**src/rtl/ldo_test_pkg.sv**
```systemverilog
// Shared opcodes, FSM state encoding and default widths for the LDO serial test-access port.
// The optional parity mode is enabled by defining LDO_TEST_PARITY_EN.
package ldo_test_pkg;

  localparam int LDO_DATA_W = 32;
  localparam int LDO_CMD_W  = 2;

  localparam logic [LDO_CMD_W-1:0] OP_NOP   = 2'b00;
  localparam logic [LDO_CMD_W-1:0] OP_WRITE = 2'b01;
  localparam logic [LDO_CMD_W-1:0] OP_READ  = 2'b10;
  localparam logic [LDO_CMD_W-1:0] OP_MODE  = 2'b11;

  typedef enum logic [1:0] {
    ST_IDLE,
    ST_CMD,
    ST_DATA,
    ST_DONE
  } st_e;

endpackage

```
**src/rtl/ldo_test_port_if.sv**
```systemverilog
// Chip-level serial pins of the LDO test-access port.
// The host drives frame/shift/data; the port returns serial data and busy.
interface ldo_test_port_if;

  logic frame_i;
  logic shift_en_i;
  logic sdi_i;
  logic sdo_o;
  logic busy_o;

  modport master (
    output frame_i,
    output shift_en_i,
    output sdi_i,
    input  sdo_o,
    input  busy_o
  );

  modport slave (
    input  frame_i,
    input  shift_en_i,
    input  sdi_i,
    output sdo_o,
    output busy_o
  );

endinterface

```
**src/rtl/ldo_test_sreg.sv**
```systemverilog
// Parallel-load, serial-in shift register (MSB leaves first) shared by the
// command and data phases of a test frame.
module ldo_test_sreg #(
  parameter int DATA_W = 32
) (
  input  logic              clk,
  input  logic              rst,
  input  logic              ld,
  input  logic [DATA_W-1:0] ld_data,
  input  logic              sh,
  input  logic              sin,
  output logic [DATA_W-1:0] q
);

  // A load wins over a shift so a read capture is never corrupted by the last command bit.
  always_ff @(posedge clk or negedge rst) begin
    if (!rst) begin
      q <= '0;
    end else if (ld) begin
      q <= ld_data;
    end else if (sh) begin
      q <= {q[DATA_W-2:0], sin};
    end
  end

endmodule

```
**src/rtl/ldo_test_port.sv**
```systemverilog
// Serial test-access port driving the LDO pass-gate test word and test-mode select,
// with readback of the live pass-gate code. Define LDO_TEST_PARITY_EN for the parity bit and err_o.
module ldo_test_port
  import ldo_test_pkg::*;
#(
  parameter int   DATA_W      = LDO_DATA_W,
  parameter int   CMD_W       = LDO_CMD_W,
  parameter logic TEST_EN_RST = 1'b0
) (
  input  logic              clk,
  input  logic              rst,
  ldo_test_port_if.slave    sp,
  input  logic [DATA_W-1:0] code_i,
  output logic              test_en_o,
  output logic [DATA_W-1:0] test_word_o,
`ifdef LDO_TEST_PARITY_EN
  output logic              err_o,
`endif
  output logic              upd_o
);

  localparam int CNT_W = $clog2(DATA_W + 1);
`ifdef LDO_TEST_PARITY_EN
  localparam int LAST_IDX = DATA_W;
`else
  localparam int LAST_IDX = DATA_W - 1;
`endif

  typedef logic [CNT_W-1:0] cnt_t;

  st_e               st_q, st_nxt;
  cnt_t              cnt_q;
  logic [CMD_W-1:0]  op_q, op_new;
  logic              sdo_q, sdo_nxt;
  logic              busy_q;
  logic              test_en_q;
  logic [DATA_W-1:0] test_word_q;
  logic              upd_q;

  logic              sr_ld, sr_sh, sr_sin;
  logic [DATA_W-1:0] sr_ld_data, sr_q;
  logic              op_lat, cnt_clr, cnt_inc, commit;
  logic              par_ok, wr_commit, md_commit;

  function automatic cnt_t sat_inc(input cnt_t c);
    return (c == {CNT_W{1'b1}}) ? c : c + cnt_t'(1);
  endfunction

`ifdef LDO_TEST_PARITY_EN
  logic par_q, rd_par_q, err_q;
  logic bit_take, err_set, err_clr;

  assign bit_take = sp.frame_i & sp.shift_en_i & ((st_q == ST_CMD) | (st_q == ST_DATA));
  assign par_ok   = ~par_q;
  assign err_set  = commit & par_q & ((op_q == OP_WRITE) | (op_q == OP_MODE));
  assign err_clr  = commit & ~par_q & (op_q == OP_NOP);
`else
  assign par_ok = 1'b1;
`endif

  assign op_new    = {sr_q[CMD_W-2:0], sp.sdi_i};
  assign wr_commit = commit & par_ok & (op_q == OP_WRITE);
  assign md_commit = commit & par_ok & (op_q == OP_MODE);

  ldo_test_sreg #(.DATA_W(DATA_W)) u_sreg (
    .clk     (clk),
    .rst     (rst),
    .ld      (sr_ld),
    .ld_data (sr_ld_data),
    .sh      (sr_sh),
    .sin     (sr_sin),
    .q       (sr_q)
  );

  always_comb begin
    st_nxt     = st_q;
    sr_ld      = 1'b0;
    sr_ld_data = '0;
    sr_sh      = 1'b0;
    sr_sin     = sp.sdi_i;
    op_lat     = 1'b0;
    cnt_clr    = 1'b0;
    cnt_inc    = 1'b0;
    commit     = 1'b0;
    sdo_nxt    = sdo_q;
    if (!sp.frame_i) begin
      st_nxt  = ST_IDLE;
      cnt_clr = 1'b1;
      commit  = (st_q == ST_DONE);
      sdo_nxt = 1'b0;
    end else begin
      case (st_q)
        ST_IDLE: begin
          st_nxt  = ST_CMD;
          sr_ld   = 1'b1;
          cnt_clr = 1'b1;
          sdo_nxt = 1'b0;
        end
        ST_CMD: begin
          sdo_nxt = 1'b0;
          if (sp.shift_en_i) begin
            if (cnt_q == cnt_t'(CMD_W - 1)) begin
              op_lat  = 1'b1;
              cnt_clr = 1'b1;
              st_nxt  = ST_DATA;
              // Readback captures the live code in the very cycle the opcode is known.
              if (op_new == OP_READ) begin
                sr_ld      = 1'b1;
                sr_ld_data = code_i;
              end else begin
                sr_sh = 1'b1;
              end
            end else begin
              sr_sh   = 1'b1;
              cnt_inc = 1'b1;
            end
          end
        end
        ST_DATA: begin
          if (sp.shift_en_i) begin
            sdo_nxt = 1'b0;
            if (cnt_q < cnt_t'(DATA_W)) begin
              sr_sh = 1'b1;
              if (op_q == OP_READ) begin
                sr_sin  = 1'b0;
                sdo_nxt = sr_q[DATA_W-1];
              end
            end
`ifdef LDO_TEST_PARITY_EN
            else if (op_q == OP_READ) begin
              sdo_nxt = rd_par_q;
            end
`endif
            if (cnt_q == cnt_t'(LAST_IDX)) begin
              st_nxt = ST_DONE;
            end else begin
              cnt_inc = 1'b1;
            end
          end
        end
        default: begin
          sdo_nxt = 1'b0;
        end
      endcase
    end
  end

  always_ff @(posedge clk or negedge rst) begin
    if (!rst) begin
      st_q        <= ST_IDLE;
      cnt_q       <= '0;
      op_q        <= OP_NOP;
      sdo_q       <= 1'b0;
      busy_q      <= 1'b0;
      test_en_q   <= TEST_EN_RST;
      test_word_q <= '0;
      upd_q       <= 1'b0;
    end else begin
      st_q   <= st_nxt;
      sdo_q  <= sdo_nxt;
      busy_q <= (st_nxt != ST_IDLE);
      if (cnt_clr) begin
        cnt_q <= '0;
      end else if (cnt_inc) begin
        cnt_q <= sat_inc(cnt_q);
      end
      if (op_lat) begin
        op_q <= op_new;
      end
      // A mode write that leaves test_en unchanged is not announced to the LDO.
      upd_q <= wr_commit | (md_commit & (sr_q[0] ^ test_en_q));
      if (wr_commit) begin
        test_word_q <= sr_q;
      end
      if (md_commit) begin
        test_en_q <= sr_q[0];
      end
    end
  end

`ifdef LDO_TEST_PARITY_EN
  always_ff @(posedge clk or negedge rst) begin
    if (!rst) begin
      par_q    <= 1'b0;
      rd_par_q <= 1'b0;
      err_q    <= 1'b0;
    end else begin
      if (st_q == ST_IDLE) begin
        par_q <= 1'b0;
      end else if (bit_take) begin
        par_q <= par_q ^ sp.sdi_i;
      end
      if (op_lat && (op_new == OP_READ)) begin
        rd_par_q <= ^code_i;
      end
      if (err_set) begin
        err_q <= 1'b1;
      end else if (err_clr) begin
        err_q <= 1'b0;
      end
    end
  end

  assign err_o = err_q;
`endif

  assign sp.sdo_o    = sdo_q;
  assign sp.busy_o   = busy_q;
  assign test_en_o   = test_en_q;
  assign test_word_o = test_word_q;
  assign upd_o       = upd_q;

endmodule

```
**src/flat_wrapper.sv**
```systemverilog
// flat-port wrapper written by rule: the top's interface ports become plain ports
module ldo_test_port_flat import ldo_test_pkg::*;
#(
  parameter int   DATA_W      = LDO_DATA_W,
  parameter int   CMD_W       = LDO_CMD_W,
  parameter logic TEST_EN_RST = 1'b0
)
  (clk, rst, code_i, test_en_o, test_word_o, upd_o, sp_frame_i, sp_shift_en_i, sp_sdi_i, sp_sdo_o, sp_busy_o);
  ldo_test_port_if sp_i ();
  input  logic clk;
  input  logic rst;
  input  logic [DATA_W-1:0] code_i;
  output logic test_en_o;
  output logic [DATA_W-1:0] test_word_o;
  output logic upd_o;
  input wire logic [$bits(sp_i.frame_i)-1:0] sp_frame_i;
  input wire logic [$bits(sp_i.shift_en_i)-1:0] sp_shift_en_i;
  input wire logic [$bits(sp_i.sdi_i)-1:0] sp_sdi_i;
  output wire logic [$bits(sp_i.sdo_o)-1:0] sp_sdo_o;
  output wire logic [$bits(sp_i.busy_o)-1:0] sp_busy_o;
  assign sp_i.frame_i = sp_frame_i;
  assign sp_i.shift_en_i = sp_shift_en_i;
  assign sp_i.sdi_i = sp_sdi_i;
  assign sp_sdo_o = sp_i.sdo_o;
  assign sp_busy_o = sp_i.busy_o;
  ldo_test_port #(.DATA_W(DATA_W), .CMD_W(CMD_W), .TEST_EN_RST(TEST_EN_RST)) u_core (.clk(clk), .rst(rst), .sp(sp_i), .code_i(code_i), .test_en_o(test_en_o), .test_word_o(test_word_o), .upd_o(upd_o));
endmodule
```
**config.mk**
```make
export PLATFORM = sky130hd
export DESIGN_NAME = ldo_test_port_flat
export DESIGN_NICKNAME = d
export VERILOG_FILES = /design/src/rtl/ldo_test_pkg.sv /design/src/rtl/ldo_test_port_if.sv /design/src/rtl/ldo_test_sreg.sv /design/src/rtl/ldo_test_port.sv /design/src/flat_wrapper.sv
export SDC_FILE = /design/constraint.sdc
export NUM_CORES = 1
export LEC_CHECK = 0
export BUFFER_PORTS_ARGS = -buffer_cell sky130_fd_sc_hd__buf_4
export CORE_UTILIZATION = 48
export DETAILED_ROUTE_END_ITERATION = 10
export GPL_TIMING_DRIVEN = 1
export MAX_ROUTING_LAYER = met4
export PLACE_DENSITY = 0.82
export SLEW_MARGIN = 25
export SYNTH_ARGS = -nofsm -noshare
export SYNTH_HDL_FRONTEND = slang
export SYNTH_HIERARCHICAL = 1
export SYNTH_SLANG_ARGS = --single-unit
```
**constraint.sdc**
```tcl
create_clock -name clk -period 2.3 [get_ports clk]
set_input_delay 0 -clock clk [delete_from_list [all_inputs] [get_ports clk]]
set_output_delay 0 -clock clk [all_outputs]
set_load 0.05 [all_outputs]
```
==> metrics.md <==
| Metric | Value |
|---|---|
| Outcome | `complete, but fails checks` |
| Failing checks | `negative hold slack` |
| Ys flop type | `dfrtp_1` |
| Crit end category | `register` |
| Post-synthesis xor/xnor area fraction | `0.229%` |
| First-pass GRT wire length | `13,200 um` |
| Max VDD drop | `0.264 mV` |
| Full die area | `0.00833 mm2` |
| Slew headroom | `54.1%` |
| Worst-Skew Late Latency | `0.35 ns` |
| Register area share after synthesis | `51.0%` |
| Ys async rst share | `100%` |
| TritonCTS Sinks | `78` |
| CTS tree | `done` |
| Die Ht | `91.3 um` |
| Switching Fraction | `21.2%` |
| Final hold slack | `-0.000646 ns` |
| Layout cells sized above 1 | `32.5%` |
| Synth area leader | `dfrtp_1` |
| LEAKAGE | `2.36 nW` |
| FMAX | `0.476 GHz` |
| Yosys top cell area share | `51.0%` |
| Power Dens Cells | `588 mW/mm2` |
| Tmin final | `2.10 ns` |
| Max FO, Critical Path | `10` |
| Avg WL per Cell | `15.2 um` |
| CP max-delay cell | `or4_1` |
| Pre-Repair DR Iteration Count | `4` |
| Fin nets | `467` |
| Gate power share | `7.7%` |
| Fraction of the mapped netlist area in compound gates | `8.92%` |
| Initial DRC count | `144` |
| Main combinational cell family by area after synthesis | `multiplexers` |
| Post-synth EDFFs | `0` |
| CP top delay family | `simple AND/OR/NAND/NOR gates` |
| Most common cell in the netlist | `dfrtp_1` |
| Simple-Gate Fraction of Synth Area | `13.3%` |
| Slew @ Worst Pin | `0.689 ns` |
| Drt drc | `0` |
| Clk slew on worst S/H paths | `0.08 ns` |
| Placed Cells | `498` |
| I/O pin total | `73` |
| Final Skew | `0.00856 ns` |
| GRT Total Usage | `20.8%` |
| CP required | `2.58 ns` |
| Pin count of the biggest net entering global routing | `79` |
| Clk buf depth | `2` |
| Post-route design area | `0.00489 mm2` |
| Reg power frac | `48.3%` |
| Mapped Cells | `337` |
| Multiplexer share of the synthesized area | `19.3%` |
| Gr ovfl total | `0` |
| Syn_area_per_cell | `11.4 um2` |
| ANT cells | `0` |
| Final Worst Setup Slack | `0.197 ns` |
| Mapped Area | `0.00383 mm2` |
| Setup WS pre-CTS | `0.208 ns` |
| Clock Tree Root | `clkbuf_8` |
| WS Path Type | `reg -> reg` |
| Post-route ant nets | `0` |
| Vias in the first global route | `2,760` |
| Critical path arrival | `2.38 ns` |
| Area grow syn2layout | `27.9%` |
| Rows | `32` |
| Setup TNS | `0 ns` |
| Register bit total from synthesis | `78` |
| Netlist cell types | `42` |
| Critical path startpoint category | `register` |
| Total wire length | `8060 um` |
| Hold Path Class | `in -> reg` |
| H-Tree Depth | `3` |
| Core box area | `0.00773 mm2` |
| Vias per std cell | `5.37` |
| RSZ-0062 raised after global routing | `no` |
| CP cell instances | `inv_1, ha_1, nor2_1, mux2_4, or4_1, a21boi_1` |
| Non-filler cells, final | `530` |
| Max-cap violation count | `0` |
| Final Setup Violations | `0` |
| Clock Power Share | `44.0%` |
| GP Congestion | `0.817` |
| PortBufs | `72` |
| Crit path buf inv count | `1` |
| Pint | `2.27 mW` |
| Detail Placement HPWL | `5300 um` |
| Placed cell area | `0.00448 mm2` |
| Vias | `2,845` |
| CP peak stage delay | `0.48 ns` |
| Initial antenna violation count | `0` |
| Die Wd | `91.3 um` |
| Top post-synthesis cells by count | `dfrtp_1, nand2_1, mux2i_1, mux2_2, and3_1` |
| Sw Pwr | `0.611 mW` |
| Warnings from Yosys | `6` |
| Fin crit share | `91.4%` |
| Final Max Slew Viols | `0` |
| Post-synthesis adder-cell area fraction | `2.29%` |
| Num CTS Buffers | `9` |
| Initial Util | `49.5%` |
| Mapped Nets | `381` |
| Most area-consuming cells after synthesis | `dfrtp_1, mux2_2, mux2i_1` |
| Final hold vios | `1` |
[metal layers]
layer / vias to the layer above / GRT usage (%) / share of wire (%)
met1: 1405 / 27.5 / 46
met2: 62 / 32.5 / 50
met4: 0 / 8.47 / 1.4
met5: - / - / 0
li1: 1369 / - / -
met3: 9 / 2.85 / 3.0
[power by group through the flow]
| stage | Sequential [mW] | Clock (mW) | Combinational, mW |
|---|---|---|---|
| after floorplan | 1.42 | 0 | 0.0949 |
| after global placement | 1.42 | 0 | 0.195 |
| after detailed placement | 1.42 | 0 | 0.201 |
| after CTS | 1.39 | 1.27 | 0.222 |
| after global routing | 1.39 | 1.34 | 0.242 |
| final | 1.39 | 1.26 | 0.222 |
[kinds of logic (layout without fill, tap and decap cells)]
family                   count (synthesis)  in the layout
AO/OA/AOI/OAI                           58             58
AND/OR/NAND/NOR                         93             93
flip-flops                              78             78
XOR/XNOR                                 1              1
multiplexers                            69             69
adder cells (fa/ha/maj)                  7              7
buffers and inverters                   31            122
[registers in the layout, summed over array words and instances (netlist names)]
name	cells
u_core/test_word_o	32
u_core/u_sreg/q	32
u_core/cnt_q	6
u_core/op_q	2
u_core/st_q	2
u_core/sp.busy_o	1
u_core/sp.sdo_o	1
u_core/test_en_o	1
u_core/upd_o	1
[worst min-delay path, stage by stage]
cell and delay, ns:
buf_4 0.07, and3_1 0.13, nand2_1 0.05, o21ai_0 0.06
[what timing repair did]
action,in CTS,in global routing
hold buffers,15,0
gates resized for setup,0,0
endpoints found under the hold margin,94,0
buffers inserted,0,1
setup endpoints to repair,0,8
[through the flow]
stage / util (%) / power, mW / hold WS [ns]
3_3_place_gp: 58.0 / 1.61 / 0.207
5_1_grt: 63.3 / 2.98 / 0.00210
2_1_floorplan: - / 1.51 / -0.296
3_5_place_dp: 58.0 / 1.62 / 0.218
4_1_cts: 63.2 / 2.89 / 0.00187
6_report: 63.3 / 2.88 / -0.000646
[path summary, 6_finish.rpt]
| check | start | endpoint | slack (ns) | cells after the start |
|---|---|---|---|---|
| max reg2reg | u_core/st_q[0] | u_core/cnt_q[4] | 0.20 | 6 |
| min reg2reg | u_core/test_word_o[3] | u_core/test_word_o[3] | 0.51 | 1 |
| max | u_core/st_q[0] | u_core/cnt_q[4] | 0.20 | 6 |
| max in group asynchronous | rst | u_core/test_word_o[27] | 1.59 | 2 |
| min in group asynchronous | rst | u_core/test_word_o[8] | 0.24 | 2 |
| min | code_i[31] | u_core/u_sreg/q[31] | -0.0006 | 4 |
[final cells by class]
class	count	area (um2)
fill	569	2830
clock inverter	3	90.1
timing repair buffer	97	820
sequential	78	1950
tap	102	128
clock buffer	13	159
inverter	9	33.8
multi-input combinational	228	1710
[placed cells by master, fill, tap and decap left out, types with 3 or more instances in the layout]
cell type,instances
a21boi_0,3
mux2_2,33
o31ai_1,4
nand3_1,3
clkbuf_8,11
a21oi_1,5
nand2_1,37
dlygate4sd3_1,15
o21ai_0,6
and3_1,32
inv_1,9
ha_1,7
buf_4,77
bufinv_16,3
dfrtp_1,78
o21ai_1,28
mux2i_1,35
buf_12,4
No activity file was read; power rests on OpenSTA's default activity.
